## src/rtl/axis_serdes_pkg.sv

```systemverilog
// Framing definitions shared by the SERDES transmit and receive halves:
// FSM states, default frame layout and the even-parity helper.
package axis_serdes_pkg;

  typedef enum logic [2:0] {
    ST_IDLE   = 3'd0,
    ST_SYNC   = 3'd1,
    ST_DATA   = 3'd2,
    ST_PARITY = 3'd3,
    ST_GAP    = 3'd4
  } serdes_state_e;

  localparam int unsigned DEF_DATA_W       = 32;
  localparam int unsigned DEF_SYNC_W       = 8;
  localparam logic [7:0]  DEF_SYNC_PATTERN = 8'hD5;
  localparam int unsigned DEF_GAP_BITS     = 2;
  localparam int unsigned DEF_FRAME_BITS   = DEF_SYNC_W + DEF_DATA_W + 32'd1 + DEF_GAP_BITS;

  // Payloads are zero-extended to this width before the parity reduction.
  localparam int unsigned PARITY_IN_W = 64;

  function automatic logic even_parity(input logic [PARITY_IN_W-1:0] word);
    return ^word;
  endfunction

endpackage

```

## src/rtl/axis_serdes_bit_timer.sv

```systemverilog
// Bit-period counter: bit_tick marks the last clock of each serial bit-time.
module axis_serdes_bit_timer
  import axis_serdes_pkg::*;
#(
  parameter int unsigned CLKS_PER_BIT = 1
) (
  input  logic clk,
  input  logic rst_n,
  input  logic run,
  input  logic clear,
  output logic bit_tick
);

  localparam int unsigned     CNT_W   = (CLKS_PER_BIT > 1) ? $clog2(CLKS_PER_BIT) : 1;
  localparam logic [CNT_W-1:0] CNT_MAX = CNT_W'(CLKS_PER_BIT - 1);

  logic [CNT_W-1:0] cnt_r;

  // Count clocks within a bit-time; frozen while the line is idle.
  always_ff @(posedge clk or negedge rst_n) begin
    if (!rst_n) begin
      cnt_r <= '0;
    end else if (clear) begin
      cnt_r <= '0;
    end else if (run) begin
      if (cnt_r == CNT_MAX) begin
        cnt_r <= '0;
      end else begin
        cnt_r <= cnt_r + CNT_W'(1);
      end
    end else begin
      cnt_r <= cnt_r;
    end
  end

  assign bit_tick = (cnt_r == CNT_MAX);

endmodule

```

## src/rtl/axis_serdes_tx.sv

```systemverilog
// AXI-stream to serial transmitter: SYNC, DATA (MSB first), even parity, idle gap.
// A one-word holding register lets the next word be accepted while a frame shifts.
module axis_serdes_tx
  import axis_serdes_pkg::*;
#(
  parameter int unsigned       DATA_W       = DEF_DATA_W,
  parameter int unsigned       SYNC_W       = DEF_SYNC_W,
  parameter logic [SYNC_W-1:0] SYNC_PATTERN = SYNC_W'(DEF_SYNC_PATTERN),
  parameter int unsigned       GAP_BITS     = DEF_GAP_BITS,
  parameter int unsigned       CLKS_PER_BIT = 1,
  parameter logic              IDLE_LEVEL   = 1'b0
) (
  input  logic              s_axis_aclk,
  input  logic              s_axis_reset_n,
  input  logic [DATA_W-1:0] s_axis_tdata,
  input  logic              s_axis_tvalid,
  output logic              s_axis_tready,
  input  logic              tx_enable,
  output logic              tx_serial,
  output logic              tx_busy,
  output logic [15:0]       frame_count
);

  localparam int unsigned FRAME_SR_W = SYNC_W + DATA_W + 1;
  localparam int unsigned MAX_SD     = (SYNC_W > DATA_W) ? SYNC_W : DATA_W;
  localparam int unsigned MAX_FIELD  = (MAX_SD > GAP_BITS) ? MAX_SD : GAP_BITS;
  localparam int unsigned BIT_CNT_W  = $clog2(MAX_FIELD + 1);
  localparam logic [BIT_CNT_W-1:0] SYNC_LAST = BIT_CNT_W'(SYNC_W - 1);
  localparam logic [BIT_CNT_W-1:0] DATA_LAST = BIT_CNT_W'(DATA_W - 1);
  localparam logic [BIT_CNT_W-1:0] GAP_LAST  = BIT_CNT_W'(GAP_BITS - 1);

  serdes_state_e          state_r, state_next_s;
  logic                   ready_en_r, hold_full_r;
  logic [DATA_W-1:0]      hold_r;
  logic [FRAME_SR_W-1:0]  frame_sr_r;
  logic [BIT_CNT_W-1:0]   bit_cnt_r;
  logic                   tx_serial_r;
  logic [15:0]            frame_count_r;
  logic                   bit_tick_s, handshake_s, load_s, shift_s;
  logic                   bit_clr_s, bit_inc_s, frame_inc_s, line_s;
  logic [PARITY_IN_W-1:0] parity_in_s;

  assign s_axis_tready = ready_en_r & ~hold_full_r;
  assign handshake_s   = s_axis_tvalid & s_axis_tready;
  assign parity_in_s   = PARITY_IN_W'(hold_r);
  assign tx_busy       = (state_r != ST_IDLE);
  assign tx_serial     = tx_serial_r;
  assign frame_count   = frame_count_r;

  axis_serdes_bit_timer #(
    .CLKS_PER_BIT (CLKS_PER_BIT)
  ) u_bit_timer (
    .clk      (s_axis_aclk),
    .rst_n    (s_axis_reset_n),
    .run      (tx_busy),
    .clear    (load_s),
    .bit_tick (bit_tick_s)
  );

  // FSM state register.
  always_ff @(posedge s_axis_aclk or negedge s_axis_reset_n) begin
    if (!s_axis_reset_n) begin
      state_r <= ST_IDLE;
    end else begin
      state_r <= state_next_s;
    end
  end

  // Next-state, line level and datapath controls.
  always_comb begin
    state_next_s = state_r;
    load_s       = 1'b0;
    shift_s      = 1'b0;
    bit_clr_s    = 1'b0;
    bit_inc_s    = 1'b0;
    frame_inc_s  = 1'b0;
    line_s       = IDLE_LEVEL;
    case (state_r)
      ST_IDLE: begin
        if (hold_full_r && tx_enable) begin
          load_s       = 1'b1;
          bit_clr_s    = 1'b1;
          state_next_s = ST_SYNC;
        end else begin
          state_next_s = ST_IDLE;
        end
      end
      ST_SYNC: begin
        line_s = frame_sr_r[FRAME_SR_W-1];
        if (bit_tick_s) begin
          shift_s = 1'b1;
          if (bit_cnt_r == SYNC_LAST) begin
            bit_clr_s    = 1'b1;
            state_next_s = ST_DATA;
          end else begin
            bit_inc_s = 1'b1;
          end
        end else begin
          shift_s = 1'b0;
        end
      end
      ST_DATA: begin
        line_s = frame_sr_r[FRAME_SR_W-1];
        if (bit_tick_s) begin
          shift_s = 1'b1;
          if (bit_cnt_r == DATA_LAST) begin
            bit_clr_s    = 1'b1;
            state_next_s = ST_PARITY;
          end else begin
            bit_inc_s = 1'b1;
          end
        end else begin
          shift_s = 1'b0;
        end
      end
      ST_PARITY: begin
        line_s = frame_sr_r[FRAME_SR_W-1];
        if (bit_tick_s) begin
          frame_inc_s  = 1'b1;
          bit_clr_s    = 1'b1;
          state_next_s = ST_GAP;
        end else begin
          frame_inc_s = 1'b0;
        end
      end
      ST_GAP: begin
        line_s = IDLE_LEVEL;
        if (bit_tick_s) begin
          if (bit_cnt_r == GAP_LAST) begin
            bit_clr_s    = 1'b1;
            state_next_s = ST_IDLE;
          end else begin
            bit_inc_s = 1'b1;
          end
        end else begin
          bit_inc_s = 1'b0;
        end
      end
      default: begin
        state_next_s = ST_IDLE;
      end
    endcase
  end

  // Ready enable and the one-word holding register.
  always_ff @(posedge s_axis_aclk or negedge s_axis_reset_n) begin
    if (!s_axis_reset_n) begin
      ready_en_r  <= 1'b0;
      hold_full_r <= 1'b0;
      hold_r      <= '0;
    end else begin
      ready_en_r <= 1'b1;
      if (handshake_s) begin
        hold_r      <= s_axis_tdata;
        hold_full_r <= 1'b1;
      end else if (load_s) begin
        hold_full_r <= 1'b0;
      end else begin
        hold_full_r <= hold_full_r;
      end
    end
  end

  // Frame shifter holds {sync, payload, parity}; the line always shows its MSB.
  always_ff @(posedge s_axis_aclk or negedge s_axis_reset_n) begin
    if (!s_axis_reset_n) begin
      frame_sr_r <= '0;
      bit_cnt_r  <= '0;
    end else begin
      if (load_s) begin
        frame_sr_r <= {SYNC_PATTERN, hold_r, even_parity(parity_in_s)};
      end else if (shift_s) begin
        frame_sr_r <= {frame_sr_r[FRAME_SR_W-2:0], 1'b0};
      end else begin
        frame_sr_r <= frame_sr_r;
      end
      if (bit_clr_s) begin
        bit_cnt_r <= '0;
      end else if (bit_inc_s) begin
        bit_cnt_r <= bit_cnt_r + BIT_CNT_W'(1);
      end else begin
        bit_cnt_r <= bit_cnt_r;
      end
    end
  end

  // Registered line output and completed-frame counter.
  always_ff @(posedge s_axis_aclk or negedge s_axis_reset_n) begin
    if (!s_axis_reset_n) begin
      tx_serial_r   <= IDLE_LEVEL;
      frame_count_r <= 16'd0;
    end else begin
      tx_serial_r <= line_s;
      if (frame_inc_s) begin
        frame_count_r <= frame_count_r + 16'd1;
      end else begin
        frame_count_r <= frame_count_r;
      end
    end
  end

endmodule

```

## config.mk

```make
export PLATFORM = sky130hd
export DESIGN_NAME = axis_serdes_tx
export DESIGN_NICKNAME = d
export VERILOG_FILES = /design/src/rtl/axis_serdes_pkg.sv /design/src/rtl/axis_serdes_bit_timer.sv /design/src/rtl/axis_serdes_tx.sv
export SDC_FILE = /design/constraint.sdc
export NUM_CORES = 1
export LEC_CHECK = 0
export ABC_CLOCK_PERIOD_IN_PS = 3600
export CORE_MARGIN = 1
export CORE_UTILIZATION = 40
export CTS_CLUSTER_DIAMETER = 60
export DETAILED_ROUTE_END_ITERATION = 16
export GPL_TIMING_DRIVEN = 1
export PLACE_DENSITY = 0.58
export SYNTH_ARGS = -nofsm -noshare
export SYNTH_HDL_FRONTEND = slang
export SYNTH_SLANG_ARGS = --single-unit
```

## constraint.sdc

```tcl
create_clock -name s_axis_aclk -period 3.6 [get_ports s_axis_aclk]
set_clock_uncertainty 0.15 [all_clocks]
set_input_delay 0.36 -clock s_axis_aclk [delete_from_list [all_inputs] [get_ports s_axis_aclk]]
set_output_delay 0.36 -clock s_axis_aclk [all_outputs]
set_load 0.005 [all_outputs]
```

==> results of run 1 <==
[worst min path at each step]
stage | start | to | cells after the start
final | s_axis_reset_n | hold_r[12] | 1
after global routing | s_axis_reset_n | hold_r[12] | 1
after CTS | s_axis_reset_n | hold_r[12] | 1
after detailed placement | frame_count[15] | frame_count[15] | 1
after global placement | frame_count[15] | frame_count[15] | 1
after floorplan | s_axis_reset_n | bit_cnt_r[0] | 0
[flip-flops by register name (all words and copies together), names as in the netlist]
signal	count
bit_cnt_r	6
hold_r	32
state_r	3
ready_en_r	1
frame_sr_r	41
tx_serial	1
frame_count	16
hold_full_r	1
[cell families after synthesis]
kind of cell             after synthesis  share of synthesized area
adder cells (fa/ha/maj)                3                   0.008076
XOR/XNOR                              50                    0.09421
AO/OA/AOI/OAI                         44                    0.05976
multiplexers                          73                     0.1661
flip-flops                           101                     0.5437
AND/OR/NAND/NOR                      106                     0.1055
other                                  1                  0.0008068
buffers and inverters                 20                    0.02180
[through the flow]
stage,instances,hold slack (ns),cell area [sq um]
2_1_floorplan,398,-0.08559,4648
3_3_place_gp,584,0.3069,5336
3_5_place_dp,584,0.3071,5336
4_1_cts,600,0.01047,5663
5_1_grt,600,0.04521,5663
6_report,600,-0.03552,5663
[area by class of cell]
type	count	area (sq um)	share of cell area
clock inverters	4	70.07	0.01237
multi-input cells	277	2036	0.3595
repair buffers	60	583.1	0.1030
flip-flops and latches	101	2527	0.4463
well taps	143	178.9	0.03160
clock buffers	12	256.5	0.04529
inverters	3	11.26	0.001989
[per-layer routing]
metal  global-route usage  share of wire  up-vias
li1                     -              -     1457
met1               0.1989           0.48     1433
met2               0.2420           0.47       45
met3              0.03675          0.033        9
met4              0.05714          0.016        0
met5                    0              0        -
[synthesized netlist by cell type, types with 2 or more instances]
| cell type | count | area share |
|---|---|---|
| a211oi_1 | 2 | 0.0032 |
| mux2i_1 | 40 | 0.086 |
| a21oi_1 | 4 | 0.0043 |
| dfrtp_1 | 101 | 0.54 |
| buf_4 | 4 | 0.0065 |
| nor3_1 | 3 | 0.0032 |
| nand4_1 | 5 | 0.0067 |
| nor2_1 | 21 | 0.017 |
| xor2_1 | 11 | 0.021 |
| o21ai_0 | 27 | 0.029 |
| nor3b_1 | 2 | 0.0032 |
| inv_1 | 3 | 0.0024 |
| xnor2_1 | 39 | 0.073 |
| clkbuf_1 | 6 | 0.0048 |
| nand3_1 | 6 | 0.0065 |
| buf_2 | 3 | 0.0032 |
| buf_1 | 3 | 0.0024 |
| nand2_1 | 54 | 0.044 |
| or3_1 | 4 | 0.0054 |
| mux2_2 | 33 | 0.080 |
| o21ai_1 | 6 | 0.0065 |
| ha_1 | 3 | 0.0081 |
[power breakdown]
group	switching [W]	total (W)	internal (W)
logic	0.00113	0.00248	0.00135
registers	0.000390	0.00200	0.00161
clock network	0.000406	0.00105	0.000645
[worst reg2reg max path: stages, from the launching register on]
cell      delay (ns)
dfrtp_1         0.43
ha_1            0.26
nand2_1         0.14
o31ai_1         0.14
o221ai_4        0.30
nand4_2         0.19
or3_1           0.34
a21oi_1         0.15
==> flow_summary.toml, run 1 <==
[clock_network]
clk_pin_slew_ns = 0.07
cts-buffers-inserted = 9
ctsResizeCount = 0
cts_root_buffer = "clkbuf_16"
cts_tree = "yes"
postCtsSetupRepairBufs = 0
holdBufCountCts = 0
cts_buffer_depth = 2
cts.sinks = 101
clk_latency_ns = 0.34
htree_num_levels = 3

[final_layout]
area_growth_pct = 21.83
layout_common_cells = "dfrtp_1, nand2_1, clkdlybuf4s50_1, mux2i_1, xnor2_1"
fin_util = 0.4981
drive_above_1_share = 0.1400
diodes = 0
layout_commonest_cell = "dfrtp_1"
nets = 491
nFillCells = 1057

[setup_path]
crit_buf_inv = 1
worstPathMaxFanout = 12
ff2ff_path_depth = 7
r2r_setup_slack_ns = 1.44
crit_type = "reg -> out"
r2r-start = "bit_cnt_r[0]"
slowest_delay_ns = 0.56
endpoint_kind = "output port"
path_cells = "or3_1 > clkdlybuf4s50_1"
crit_family = "flip-flops"
cp_slowest_cell = "dfrtp_1"
cp-endpoint = "tx_busy"
crit_cells = 2
startpoint = "state_r[2]"
start_kind = "register"
worstPathRequired_ns = 3.09
worstPathArrival_ns = 1.91
rr_endpoint = "bit_cnt_r[5]"

[place]
pre_cts_slack_ns = 1.430
io_buffers = 54
hpwlAfterDp_mm = 5.549
gp_congestion = 0.7957

[global_route]
antenna_found_initial = 0
grt_overflow_total = 0
grt_usage = 0.1516
grt_max_degree = 67
grt_pass1_vias = 2910
grt_pass1_wl_mm = 13.98

[detailed_routing]
wire_per_inst_um = 13.66
drt-initial-drc-count = 155
drt_wl_total_mm = 8.197
drtPass1Iterations = 4
ant_nets = 0
route.detailed.drc = 0
vias_per_cell = 4.907
dr_total_vias = 2944

[sta]
hold_viol_final = 58
drv_slew = 0
fin_ws_ns = 1.176
tns_ns = 0
max_freq_ghz = 0.4126
relSlewSlack = 0.4419
rsz0062_at_grt = "false"
finalSetupViolations = 0
period_needed_ns = 2.424
worst_pin_slew_ns = 0.8372
fin_crit_sh = 0.6733
whs_ns = -0.03552

[floorplanning]
fp.dieW_um = 109.8
fp.dieArea_sq_um = 12060
die_h_um = 109.8
initial_core_util = 0.4088
coreArea_sq_um = 11370
io_pins = 55
num_rows = 39

[power_and_ir_drop]
p_per_area_nw_per_um2 = 976.9
leakage_nw = 2.501
vdd_drop_max_uv = 532.2
power_w = 0.005532

[status]
violations = "negative hold slack"
status = "complete, but fails checks"

[synthesis]
async_reset_ff_frac = 1.000
syn-num-nets = 437
synth_seq_cells = 101
synth_edf_count = 0
syn_area_sq_um = 4648
yosys_warnings = 0
syn_inst = 398
syn_area_per_cell_sq_um = 11.68
synth-seq-area-share = 0.5437
netlist-cell-type-count = 40
ys.flop_type = "dfrtp_1"

[min_path]
hold_class = "in -> async"

[flow_run]
maxCapViolCount = 0
(Power assumes the default switching activity.)
==> inputs of run 2 (changes only) <==
- ABC_CLOCK_PERIOD_IN_PS: 3600 -> 2200
- PLACE_DENSITY: 0.58 -> 0.61
- clock period: 3.6 -> 2.2 ns (I/O delays scaled with it)
==> run 2 against run 1 <==
Against the previous run: the flow now finishes without violations; first-iteration DRC count grew 2.6%; worst hold slack better by 0.28 ns; utilization rose by 0.54 points; routed wire length shrank 2.8%; worst setup slack got worse by 1.1 ns; clock-buffer cell count decreased by 1; clock power rose by 54%; die area is the same; critical path depth is the same.
==> flow_summary.toml, run 2 (synthesized netlist as in run 1, its figures left out) <==
[clock_network]
clk_pin_slew_ns = 0.07
cts.sinks = 101
cts_buffer_depth = 2
cts_tree = "yes"
cts_root_buffer = "clkbuf_16"
clk_latency_ns = 0.34
htree_num_levels = 3
cts-buffers-inserted = 9

[sta]
max_freq_ghz = 0.4709
drv_slew = 0
worst_pin_slew_ns = 0.5236
relSlewSlack = 0.6509
fin_ws_ns = 0.07637
period_needed_ns = 2.124
tns_ns = 0
hold_viol_final = 0
finalSetupViolations = 0
fin_crit_sh = 0.9653
rsz0062_at_grt = "false"

[final_layout]
drive_above_1_share = 0.1522
area_growth_pct = 23.15
nets = 495
largest_register = "frame_sr_r"
largest_reg_flops = 41
layout_common_cells = "dfrtp_1, nand2_1, clkdlybuf4s50_1, mux2i_1, xnor2_1"
stdcell_area_sq_um = 5724
layout_commonest_cell = "dfrtp_1"
fin_util = 0.5035
diodes = 0

[detailed_routing]
dr_total_vias = 2950
wire_per_inst_um = 13.22
drtPass1Iterations = 4
drt-initial-drc-count = 159
route.detailed.drc = 0
vias_per_cell = 4.892
ant_nets = 0
drt_wl_total_mm = 7.970

[floorplanning]
num_rows = 39
io_pins = 55
die_h_um = 109.8
initial_core_util = 0.4088
coreArea_sq_um = 11370
fp.dieW_um = 109.8
fp.dieArea_sq_um = 12060

[place]
gp_congestion = 0.7385
io_buffers = 54
hpwlAfterDp_mm = 5.461
pre_cts_slack_ns = 0.08038
placed_area_sq_um = 5389

[global_route]
top_usage_layer = "met2"
grt_util_met2 = 0.2415
grt_pass1_vias = 2968
antenna_found_initial = 0
grt_max_degree = 42
use_met1 = 0.1861
grt_use_met3 = 0.02845
grt_usage = 0.1456
grt_overflow_total = 0
grt_pass1_wl_mm = 13.54

[min_path]
hold_class = "in -> async"

[setup_path]
endpoint_kind = "output port"
start_kind = "register"
rr_endpoint = "bit_cnt_r[4]"
worstPathMaxFanout = 10
r2r_setup_slack_ns = 0.15
crit_type = "reg -> out"
r2r-start = "bit_cnt_r[3]"
worstPathRequired_ns = 1.83
worstPathArrival_ns = 1.75
ff2ff_path_depth = 6

[power_and_ir_drop]
leakage_nw = 2.523
vdd_drop_max_uv = 844.5
p_per_area_nw_per_um2 = 1582

[flow_run]
maxCapViolCount = 0

[status]
status = "completed"
## run 2: changes by cell type in the layout (fill, tap and decap cells not counted)
cell,before,now
inv_6,0,1
nand2_1,54,53
bufinv_16,2,1
o31ai_2,0,1
buf_12,0,3
nor2_1,21,20
clkinvlp_4,0,1
nor2_2,0,1
o31ai_1,1,0
clkinv_2,2,0
nand2_2,0,1
dlygate4sd3_1,0,1
clkinv_4,0,1
clkbuf_1,1,0
## run 2: worst max-delay path by stage
stage,from,to,slack (ns),cells after the start
after floorplan,bit_cnt_r[0],bit_cnt_r[5],0.28,7
after global placement,bit_cnt_r[3],bit_cnt_r[1],0.16,6
after detailed placement,bit_cnt_r[3],bit_cnt_r[1],0.08,6
after CTS,state_r[0],tx_busy,0.05,2
after global routing,bit_cnt_r[3],bit_cnt_r[4],0.005,6
final,state_r[0],tx_busy,0.08,2
## run 2: routing by layer
metal / part of all wire / vias up
met3: 0.025 / 7
met1: 0.48 / 1437
li1: - / 1467
met4: 0.015 / 0
met2: 0.48 / 39
met5: 0 / -
## run 2: power breakdown
part / internal, W / switching [W]
sequential: 0.00264 / 0.000605
combinational: 0.00229 / 0.00190
clock: 0.000944 / 0.000676
## run 2: worst max-delay path, stage by stage, from the launching register on
cell             delay, ns
dfrtp_1               0.49
or3_1                 0.45
clkdlybuf4s50_1       0.48
## run 2: stage by stage
step	std cells	hold WS (ns)	total power, W
finish	603	0.2435	0.009053
global route	603	0.3309	0.009791
CTS	602	0.2708	0.009175
detailed placement	586	0.08413	0.007511
global placement	586	0.08635	0.007415
floorplan	398	-0.2256	0.006582
## run 2: layout make-up
cell class	count	area, sq um
fill	1042	5645
timing repair buffer	64	653.1
multi-input combinational	277	2046
clock buffer	11	252.7
tap	143	178.9
inverter	3	11.26
sequential	101	2527
clock inverter	4	55.05
## run 2: timing repair
item | CTS | global route
hold buffers | 1 | 0
resized for setup | 0 | 3
setup buffers | 0 | 1
endpoints found under the hold margin | 38 | 0
setup endpoints to repair | 0 | 6
